[src/rtl/div_ctrl_pkg.sv]
// Shared definitions for the mantissa divider controller: state encoding,
// steps retired per clock and the resulting RUN cycle count.
package div_ctrl_pkg;

   typedef enum logic [1:0] {
      IDLE = 2'd0,
      RUN  = 2'd1,
      DONE = 2'd2
   } div_state_t;

   localparam int STEPS_PER_CYCLE = 4;

   function automatic int div_cycles(input int width);
      return width / STEPS_PER_CYCLE;
   endfunction

endpackage

[src/rtl/div_step4.sv]
// Combinational block applying STEPS_PER_CYCLE restoring radix-2 division
// steps to the running dividend shift register, partial remainder and quotient.
module div_step4
   import div_ctrl_pkg::*;
#(
   parameter int WIDTH = 12
) (
   input  logic [WIDTH-1:0] n,
   input  logic [WIDTH-1:0] d,
   input  logic [WIDTH:0]   r,
   input  logic [WIDTH-1:0] q,
   output logic [WIDTH-1:0] n_nxt,
   output logic [WIDTH:0]   r_nxt,
   output logic [WIDTH-1:0] q_nxt
);

   logic [WIDTH-1:0] n_t;
   logic [WIDTH:0]   r_t;
   logic [WIDTH-1:0] q_t;
   logic [WIDTH:0]   d_ext;

   assign d_ext = {1'b0, d};

   always_comb begin
      n_t = n;
      r_t = r;
      q_t = q;
      for (int i = 0; i < STEPS_PER_CYCLE; i++) begin
         r_t = {r_t[WIDTH-1:0], n_t[WIDTH-1]};
         n_t = n_t << 1;
         if (r_t >= d_ext) begin
            r_t = r_t - d_ext;
            q_t = {q_t[WIDTH-2:0], 1'b1};
         end else begin
            q_t = {q_t[WIDTH-2:0], 1'b0};
         end
      end
   end

   assign n_nxt = n_t;
   assign r_nxt = r_t;
   assign q_nxt = q_t;

endmodule

[src/rtl/div_sequencer.sv]
// Multi-cycle unsigned mantissa divider controller: valid/ready operand intake,
// WIDTH/4 cycles of 4-step restoring division, valid/ready result delivery.
module div_sequencer
   import div_ctrl_pkg::*;
#(
   parameter int WIDTH = 12
) (
   input  logic             clk,
   input  logic             rst_n,
   input  logic             flush,
   input  logic             start_valid,
   output logic             start_ready,
   input  logic [WIDTH-1:0] dividend,
   input  logic [WIDTH-1:0] divisor,
   output logic             result_valid,
   input  logic             result_ready,
   output logic [WIDTH-1:0] quotient,
   output logic [WIDTH-1:0] remainder,
   output logic             div_by_zero,
   output logic             busy
);

   localparam int CW = $clog2(WIDTH + 1);
   localparam logic [CW-1:0] LAST_COUNT = CW'((div_cycles(WIDTH) - 1) * STEPS_PER_CYCLE);
   localparam logic [CW-1:0] STEP_INC   = CW'(STEPS_PER_CYCLE);

   div_state_t       state;
   logic [WIDTH-1:0] n_q;
   logic [WIDTH-1:0] d_q;
   logic [WIDTH:0]   r_q;
   logic [WIDTH-1:0] q_q;
   logic [CW-1:0]    count;
   logic             zero_q;

   logic [WIDTH-1:0] n_nxt;
   logic [WIDTH:0]   r_nxt;
   logic [WIDTH-1:0] q_nxt;

   div_step4 #(.WIDTH(WIDTH)) u_step (
      .n     (n_q),
      .d     (d_q),
      .r     (r_q),
      .q     (q_q),
      .n_nxt (n_nxt),
      .r_nxt (r_nxt),
      .q_nxt (q_nxt)
   );

   assign start_ready  = (state == IDLE);
   assign result_valid = (state == DONE);
   assign busy         = (state == RUN) || (state == DONE);

   always_ff @(posedge clk or negedge rst_n) begin
      if (!rst_n) begin
         state       <= IDLE;
         n_q         <= '0;
         d_q         <= '0;
         r_q         <= '0;
         q_q         <= '0;
         count       <= '0;
         zero_q      <= 1'b0;
         quotient    <= '0;
         remainder   <= '0;
         div_by_zero <= 1'b0;
      end else if (flush) begin
         state  <= IDLE;
         count  <= '0;
         zero_q <= 1'b0;
      end else begin
         case (state)
            IDLE: begin
               if (start_valid) begin
                  n_q    <= dividend;
                  d_q    <= divisor;
                  r_q    <= '0;
                  q_q    <= '0;
                  count  <= '0;
                  zero_q <= (divisor == '0);
                  state  <= RUN;
               end
            end
            RUN: begin
               // A zero divisor spends one cycle here so its result lands one cycle after accept.
               if (zero_q) begin
                  quotient    <= '1;
                  remainder   <= n_q;
                  div_by_zero <= 1'b1;
                  zero_q      <= 1'b0;
                  state       <= DONE;
               end else begin
                  n_q   <= n_nxt;
                  r_q   <= r_nxt;
                  q_q   <= q_nxt;
                  count <= count + STEP_INC;
                  if (count == LAST_COUNT) begin
                     quotient    <= q_nxt;
                     remainder   <= r_nxt[WIDTH-1:0];
                     div_by_zero <= 1'b0;
                     state       <= DONE;
                  end
               end
            end
            DONE: begin
               if (result_ready) state <= IDLE;
            end
            default: state <= IDLE;
         endcase
      end
   end

endmodule

[config.mk]
export PLATFORM = sky130hd
export DESIGN_NAME = div_sequencer
export DESIGN_NICKNAME = d
export VERILOG_FILES = /design/src/rtl/div_ctrl_pkg.sv /design/src/rtl/div_step4.sv /design/src/rtl/div_sequencer.sv
export SDC_FILE = /design/constraint.sdc
export NUM_CORES = 1
export LEC_CHECK = 0
export ABC_AREA = 1
export ABC_CLOCK_PERIOD_IN_PS = 15200
export CORE_ASPECT_RATIO = 1.2
export CORE_MARGIN = 2
export CORE_UTILIZATION = 48
export CTS_CLUSTER_SIZE = 24
export DETAILED_ROUTE_END_ITERATION = 8
export PLACE_DENSITY = 0.68
export SYNTH_ARGS = -nofsm -noshare
export SYNTH_HDL_FRONTEND = slang
export SYNTH_SLANG_ARGS = --single-unit
export TNS_END_PERCENT = 100
[constraint.sdc]
create_clock -name clk -period 15.2 [get_ports clk]
set_input_delay 3.04 -clock clk [delete_from_list [all_inputs] [get_ports clk]]
set_output_delay 3.04 -clock clk [all_outputs]
set_load 0.01 [all_outputs]
==> summary.md, run 1 <==
| Metric | Value |
|---|---|
| Status | `finished, final reports clean` |
| Post-Syn Nets | `around 1000` |
| Fin crit share | `roughly three fifths` |
| Fin. Hold Viols | `0` |
| CP Launch Type | `register` |
| Cells after synthesis | `slightly above 900` |
| Max stage delay on crit path | `0.85 ns` |
| Largest net degree at the start of global routing | `75` |
| CP max FO | `17` |
| Area contributors post-synth | `dfrtp_1 29%, nand2_1 15%, ha_1 10%` |
| Die Y | `130.6 um` |
| XOR/XNOR share of the synthesized area | `4.511%` |
| I/O Buffers | `56` |
| Via Count | `approximately 6000` |
| Slew margin rel. | `between 15 and 20%` |
| Drt wl/cell | `around 16 um` |
| Chip Width | `between 100 and 150 um` |
| Worst-skew pair later-pin latency | `0.34 ns` |
| Worst-path clk slew | `about 0.060 ns` |
| Post-synth EDFFs | `0` |
| Vias in the first global route | `just under 6000` |
| Max cap viols | `0` |
| Final setup violation count | `0` |
| Kind of critical path | `register to register` |
| First-pass DRT Iterations | `6` |
| Fmax | `0.1126 GHz` |
| CTS Buf Count | `9` |
| Clock root cell | `clkbuf_16` |
| H-tree levels | `3` |
| Post-route cell area | `about 7300 um^2` |
| # IOs | `57` |
| DRC | `0` |
| CP required | `approximately 15 ns` |
| Vias per Instance | `~5.4` |
| Async SR Flop Fraction | `100.0%` |
| Synth Area in Simple Gates | `a little under a third` |
| Fill cells | `roughly 1300` |
| Primary FF master, synth | `dfrtp_1` |
| Setup Skew | `0.007378 ns` |
| Core Rows | `46` |
| RSZ-0062 raised after global routing | `no` |
| Die area | `~14000 um^2` |
| WP data arrival | `a little over 9 ns` |
| Total track usage | `27.21%` |
| Core Area | `13120 um^2` |
| Post-synthesis mux area share | `0%` |
| Crit. End Element | `register` |
| Ys Warns | `0` |
| Initial Utilization | `between 40% and 50%` |
| First-pass GRT wire length | `between 20000 and 30000 um` |
| Worst min path class | `register to register` |
| Fin nets | `approximately 1000` |
| Crit path top cell by count | `nand2_1` |
| Max clock buf depth | `2` |
| Synth cell count leaders | `250 x nand2_1, 138 x inv_1, 74 x dfrtp_1` |
| Post-route worst setup slack | `around 6.3 ns` |
| WP buf/inv | `4` |
| Setup tns final | `0 ns` |
| Post-CTS repair timing setup buffer count | `0` |
| Routed WL | `between 15000 and 20000 um` |
| Post-synth cell types | `48` |
| Final Max Tran Viols | `0` |
| Routability Congestion | `roughly 1.0` |
| CTS tree | `built` |
| Post-synthesis sequential area ratio | `between 20% and 30%` |
| Avg Inst Size Synth | `6.987 um^2` |
| Iteration-0 DRC Markers | `380` |
| Slowest-stage cell, CP | `a21oi_1` |
| Final HPWL DP | `around 14000 um` |
| Worst-Margin Slew | `1.202 ns` |
| Post-layout util | `a little under three fifths` |
| Largest family of logic cells by synthesized area | `simple AND/OR/NAND/NOR gates` |
| Initial antenna violation count | `0` |
| Yosys reg bits | `74` |
| GRT overflow | `0` |
| Post-Syn Area | `6407 um^2` |
| Top delay family on crit path | `simple AND/OR/NAND/NOR gates` |
| Final min period | `~8.9 ns` |
| Clock Sinks | `between 70 and 80` |
| Fraction of layout cells with a size suffix above 1 | `approximately 6.8%` |
| Count leader, synth | `nand2_1` |
| Placed Area | `roughly 7000 um^2` |
| CTS Hold Bufs | `0` |
| Synth top area share | `28.90%` |
| Final ANT Viol Nets | `0` |
| Synth Area in Adders | `between 10% and 20%` |
| DP Worst Slack | `around 6.5 ns` |
| # diodes | `0` |
| P&R area growth vs syn | `14.51%` |
| Cts repair resizes | `0` |
| Compound-Gate Fraction of Synth Area | `13.59%` |
| Biggest area consumer among synthesized cells | `dfrtp_1` |
[metrics by stage]
stage	hold WS, ns	std cells
2_1_floorplan	0.4530	917
6_report	0.4828	1133
3_3_place_gp	0.4676	1117
4_1_cts	0.4900	1133
3_5_place_dp	0.4705	1117
5_1_grt	0.5217	1133
[flip-flops by register name (all words and copies together) (netlist names)]
| name | flops |
|---|---|
| count | 2 |
| d_q | 12 |
| div_by_zero | 1 |
| n_q | 12 |
| q_q | 8 |
| quotient | 12 |
| r_q | 12 |
| remainder | 12 |
| state | 2 |
| zero_q | 1 |
[final timing paths]
path / from / endpoint / slack [ns] / cells past startpoint
setup reg to reg: d_q[1] / remainder[9] / 6.32 / 45
hold reg to reg: remainder[7] / remainder[7] / 0.48 / 2
min in group asynchronous: rst_n / state[0] / 2.83 / 1
setup / recovery: d_q[1] / remainder[9] / 6.32 / 45
max in group asynchronous: rst_n / remainder[7] / 11.76 / 1
hold / removal: remainder[7] / remainder[7] / 0.48 / 2
[area by class of cell]
cell class	instances	area (um^2)	share of cell area, %
Sequential cell	74	1852	25.24
Multi-Input combinational cell	669	3857	52.58
Timing Repair Buffer	56	558.0	7.606
Clock inverter	6	67.56	0.9209
Clock buffer	10	229.0	3.121
Tap cell	168	210.2	2.865
Inverter	150	563.0	7.674
[layout by cell type, fill, tap and decap left out, types with 2 or more instances in the layout]
master and count:
nor2_2 3, nor3_2 2, inv_1 138, clkinv_4 2, nand4_1 12, xnor2_1 10, o2111ai_1 2, o22ai_1 10
clkinvlp_4 2, clkdlybuf4s50_1 55, clkinv_1 2, a21o_1 3, nor4_1 2, nand3_1 69, o21ai_2 2, a211oi_1 2
fa_1 4, xor2_1 23, nand2_1 250, o21bai_1 4, nand3_2 9, o211ai_1 11, o21ai_0 35, inv_2 10
dfrtp_1 74, clkbuf_16 9, nor3_1 8, nand2_4 6, a21oi_1 60, o41ai_1 3, a31oi_1 3, nor2_1 49
nand3_4 2, nor2_4 3, o21ai_1 9, ha_1 53, nand2_2 9
[routing by layer]
layer  wire, um  up-vias  track usage [%]
met5          0        -                0
met4        510        0            9.456
met3        814       39            3.224
met2       8893      179            47.49
met1       8030     2876            34.74
li1           -     3062                -
[worst register-to-register path: cells and delay by family (launching register included)]
| family | cells | cell delay (ns) |
|---|---|---|
| compound gates | 9 | 2.45 |
| fa+ha+maj | 4 | 1.44 |
| buf+inv | 4 | 0.71 |
| flops | 1 | 0.44 |
| simple gates | 28 | 3.78 |
[kinds of logic after synthesis]
family,after synthesis
and+or+nand+nor,429
DFF,74
AOI/OAI and AO/OA,150
buffers and inverters,174
xor gates and xnor gates,33
adders and majority gates,57
Power of run 1 is left out: the tool's default activity adds up to more than one toggle a clock period on the data nets, which glitch-free logic cannot reach.
==> run 2, diff against run 1 <==
ABC_CLOCK_PERIOD_IN_PS = 9000   (was 15200)
clock period = 9 ns   (was 15.2 ns; I/O delays follow)
==> summary.md, run 2 (synthesis gave the netlist of run 1 again) <==
| Metric | Value |
|---|---|
| Status | `finished, final reports clean` |
| Max cap viols | `0` |
| H-tree levels | `3` |
| First-pass GRT wire length | `roughly 30000 um` |
| Final Max Tran Viols | `0` |
| First-pass DRT Iterations | `5` |
| Worst min path class | `register to register` |
| Clock Sinks | `74` |
| Fin nets | `approximately 1100` |
| Initial antenna violation count | `0` |
| Fmax | `0.1221 GHz` |
| Routed WL | `~19000 um` |
| Critical Path Source | `d_q[1]` |
| Cell depth of the worst setup path | `46` |
| Slew margin rel. | `21.33%` |
| Worst-skew pair later-pin latency | `about 0.34 ns` |
| Crit. End Element | `register` |
| Via Count | `just over 6000` |
| WP data arrival | `about 8.4 ns` |
| Fraction of layout cells with a size suffix above 1 | `between 8 and 9%` |
| I/O Buffers | `56` |
| Routability Congestion | `between 0.9 and 1` |
| WP buf/inv | `7` |
| Drt wl/cell | `16.47 um` |
| Final HPWL DP | `around 15000 um` |
| GRT overflow | `0` |
| Clock root cell | `clkbuf_16` |
| CP required | `9.23 ns` |
| Kind of critical path | `register to register` |
| Hold path depth | `2` |
| Slowest-stage cell, CP | `dfrtp_1` |
| # IOs | `57` |
| Max clock buf depth | `2` |
| Fin crit share | `90.98%` |
| CP Launch Type | `register` |
| RSZ-0062 raised after global routing | `no` |
| Placed Area | `slightly above 7000 um^2` |
| Core Area | `13120 um^2` |
| Largest net degree at the start of global routing | `75` |
| P&R area growth vs syn | `16.77%` |
| Setup Skew | `0.004669 ns` |
| CTS Hold Bufs | `0` |
| Setup tns final | `0 ns` |
| Post-route worst setup slack | `slightly above 0.8 ns` |
| Iteration-0 DRC Markers | `between 400 and 500` |
| CP max FO | `17` |
| Worst flop-to-flop path endpoint | `remainder[4]` |
| Most frequent cells in the layout | `249 x nand2_1, 138 x inv_1, 74 x dfrtp_1` |
| Initial Utilization | `48.83%` |
| Final setup violation count | `0` |
| Reg2reg start | `d_q[1]` |
| R2r setup slk | `approximately 0.81 ns` |
| Post-route cell area | `7482 um^2` |
| Die Y | `130.6 um` |
| Die area | `around 14000 um^2` |
| Worst-path clk slew | `0.06 ns` |
| Worst-Margin Slew | `between 1 and 1.5 ns` |
| Worst R2R Path Depth | `46` |
| # diodes | `0` |
| CTS tree | `built` |
| Top delay family on crit path | `simple AND/OR/NAND/NOR gates` |
| Vias per Instance | `5.350` |
| Final min period | `8.188 ns` |
| DP Worst Slack | `0.5912 ns` |
| CTS Buf Count | `9` |
| Crit path top cell by count | `nand2_1` |
| Final ANT Viol Nets | `0` |
| Core Rows | `46` |
| Fill cells | `approximately 1300` |
| Vias in the first global route | `5899` |
| Total track usage | `roughly 28%` |
| Fin. Hold Viols | `0` |
| DRC | `0` |
| Commonest non-fill, non-tap cell in the layout | `nand2_1` |
| CP endpoint | `remainder[4]` |
| Chip Width | `between 100 and 150 um` |
| Max stage delay on crit path | `0.49 ns` |
run 2: cell types whose count changed in the layout (fill, tap and decap cells not counted), sizes merged:
cell / change
buf: +16
bufinv: +1
clkinv: -1
clkinvlp: -1
inv: +1
run 2: tightest hold or removal path: cells and delay by family, from the launching register on:
| family | cells | cell delay, ns |
|---|---|---|
| DFF | 1 | 0.34 |
| and+or+nand+nor | 2 | 0.11 |
run 2: worst min path at each step:
stage,slack (ns),to,start
4_1_cts,0.49,d_q[3],d_q[3]
5_1_grt,0.50,remainder[6],remainder[6]
2_1_floorplan,0.45,d_q[2],d_q[2]
6_report,0.48,remainder[6],remainder[6]
3_5_place_dp,0.47,remainder[3],remainder[3]
3_3_place_gp,0.47,d_q[3],d_q[3]
run 2: cell type report:
class | instances | area (um^2) | area share, %
clock buffers | 10 | 229.0 | 3.060
multi-input cells | 669 | 3860 | 51.59
flip-flops and latches | 74 | 1852 | 24.75
repair buffers | 72 | 678.2 | 9.064
well taps | 168 | 210.2 | 2.809
clock inverters | 6 | 90.09 | 1.204
inverters | 150 | 563.0 | 7.525
run 2: metal layers:
metal | wire [um] | up-vias | global-route usage (%)
li1 | - | 3094 | -
met2 | 9008 | 187 | 46.88
met3 | 811 | 40 | 2.976
met1 | 8197 | 2826 | 35.59
met4 | 910 | 0 | 13.18
met5 | 0 | - | 0
run 2: stage by stage:
stage | utilization (%) | std cells | hold slack (ns)
finish | 57.02 | 1149 | 0.4833
global route | 57.02 | 1149 | 0.5048
CTS | 56.43 | 1139 | 0.4912
detailed placement | 54.00 | 1123 | 0.4651
global placement | 54.00 | 1123 | 0.4717
floorplan | - | 917 | 0.4530
run 2: timing repair:
action | in CTS | in global routing
endpoints found under the setup margin | 0 | 26
buffers inserted | 0 | 10
gates resized for setup | 0 | 2
Power of run 2 is left out for the same reason.
==> run 3, diff against run 2 <==
CELL_PAD_IN_SITES_DETAIL_PLACEMENT = 0   (was default)
CELL_PAD_IN_SITES_GLOBAL_PLACEMENT = 2   (was default)
CORE_UTILIZATION = 34   (was 48)
PLACE_DENSITY = default   (was 0.68)
PLACE_DENSITY_LB_ADDON = 0.1   (was default)
==> summary.md, run 3 (synthesis gave the netlist of run 1 again) <==
| Metric | Value |
|---|---|
| Status | `finished, final reports clean` |
| GRT overflow | `0` |
| Max clock buf depth | `2` |
| Fin crit share | `~92%` |
| Vias in the first global route | `6114` |
| Worst-skew pair later-pin latency | `between 0.3 and 0.4 ns` |
| Hold WS | `a little under 0.5 ns` |
| DRC | `0` |
| Crit path top cell by count | `nand2_1` |
| Core Rows | `55` |
| CP required | `~9.2 ns` |
| Worst-path clk slew | `0.07 ns` |
| Register area | `around 1900 um^2` |
| Initial Utilization | `approximately a third` |
| Routed WL | `roughly 21000 um` |
| RSZ-0062 raised after global routing | `no` |
| CTS Hold Bufs | `0` |
| Crit. End Element | `register` |
| Final min period | `slightly above 8 ns` |
| CP max FO | `17` |
| Slowest-stage cell, CP | `dfrtp_1` |
| Iteration-0 DRC Markers | `~380` |
| Final ANT Viol Nets | `0` |
| First-pass GRT wire length | `between 30000 and 40000 um` |
| R2r setup slk | `around 0.74 ns` |
| Fin. Hold Viols | `0` |
| Total track usage | `a little over a fifth` |
| Setup Skew | `0.01020 ns` |
| Drt wl/cell | `between 15 and 20 um` |
| Via Count | `just over 6000` |
| Fmax | `around 0.12 GHz` |
| Slew margin rel. | `34.15%` |
| # IOs | `57` |
| Fin nets | `around 1100` |
| Worst min path class | `register to register` |
| CP Launch Type | `register` |
| Post-layout util | `around 40%` |
| # diodes | `0` |
| CTS Buf Count | `9` |
| CTS tree | `built` |
| I/O Buffers | `between 50 and 60` |
| Initial antenna violation count | `0` |
| Routability Congestion | `between 0.9 and 1` |
| Vias per Instance | `around 4.9` |
| Max stage delay on crit path | `approximately 0.5 ns` |
| WP data arrival | `~8.5 ns` |
| Fraction of layout cells with a size suffix above 1 | `under 10%` |
| Most frequent cells in the layout | `250 x nand2_1, 138 x inv_1, 74 x dfrtp_1` |
| H-tree levels | `3` |
| Multi-input gate area | `~3900 um^2` |
| Clock Sinks | `74` |
| Die Y | `154.4 um` |
| Kind of critical path | `register to register` |
| Core Area | `around 19000 um^2` |
| Largest net degree at the start of global routing | `75` |
| Worst-Margin Slew | `0.9877 ns` |
| P&R area growth vs syn | `18.06%` |
| Final Max Tran Viols | `0` |
| Commonest non-fill, non-tap cell in the layout | `nand2_1` |
| Post-CTS repair timing setup buffer count | `0` |
| Cts repair resizes | `0` |
| Fill cells | `1984` |
| First-pass DRT Iterations | `5` |
| Final setup violation count | `0` |
| Die area | `19960 um^2` |
| Setup tns final | `0 ns` |
| Clock root cell | `clkbuf_16` |
| Max cap viols | `0` |
| Final HPWL DP | `17200 um` |
| Chip Width | `129.3 um` |
run 3: changes by cell type in the layout (fill, tap and decap cells not counted), sizes merged:
cell    before  now
inv        149  151
buf         17   13
clkbuf      10    9
clkinv       4    3
run 3: worst paths after layout:
path / startpoint / end / cells past startpoint
min: remainder[10] / remainder[10] / 2
min reg2reg: remainder[10] / remainder[10] / 2
max reg2reg: d_q[1] / remainder[9] / 46
min in group asynchronous: rst_n / q_q[5] / 1
max in group asynchronous: rst_n / d_q[8] / 1
max: d_q[1] / remainder[9] / 46
run 3: critical path, delay by kind of cell (launching register included):
family,cells,cell delay [ns]
simple gates,30,3.59
compound gates,7,1.54
fa+ha+maj,4,1.49
buf+inv,5,1.00
flops,1,0.50
run 3: through the flow:
step           instance area, um^2  worst slack [ns]  instances
2_1_floorplan                 6407             2.391        917
3_3_place_gp                  7241            0.8439       1217
3_5_place_dp                  7241            0.7779       1217
4_1_cts                       7565            0.7374       1233
5_1_grt                       7565          0.007161       1233
6_report                      7565            0.7352       1233
run 3: layout make-up:
| cell class | instances | share of cell area [%] |
|---|---|---|
| clock buffer | 9 | 2.977 |
| multi-input combinational | 669 | 50.99 |
| timing repair buffer | 68 | 8.568 |
| clock inverter | 7 | 1.307 |
| sequential | 74 | 24.48 |
| tap | 256 | 4.234 |
| inverter | 150 | 7.443 |
run 3: layer usage:
metal	track usage (%)	part of all wire, %
met1	28.55	45
met2	36.92	48
met3	2.248	3.1
met4	9.317	4.1
met5	0	0
Power of run 3 is left out for the same reason.
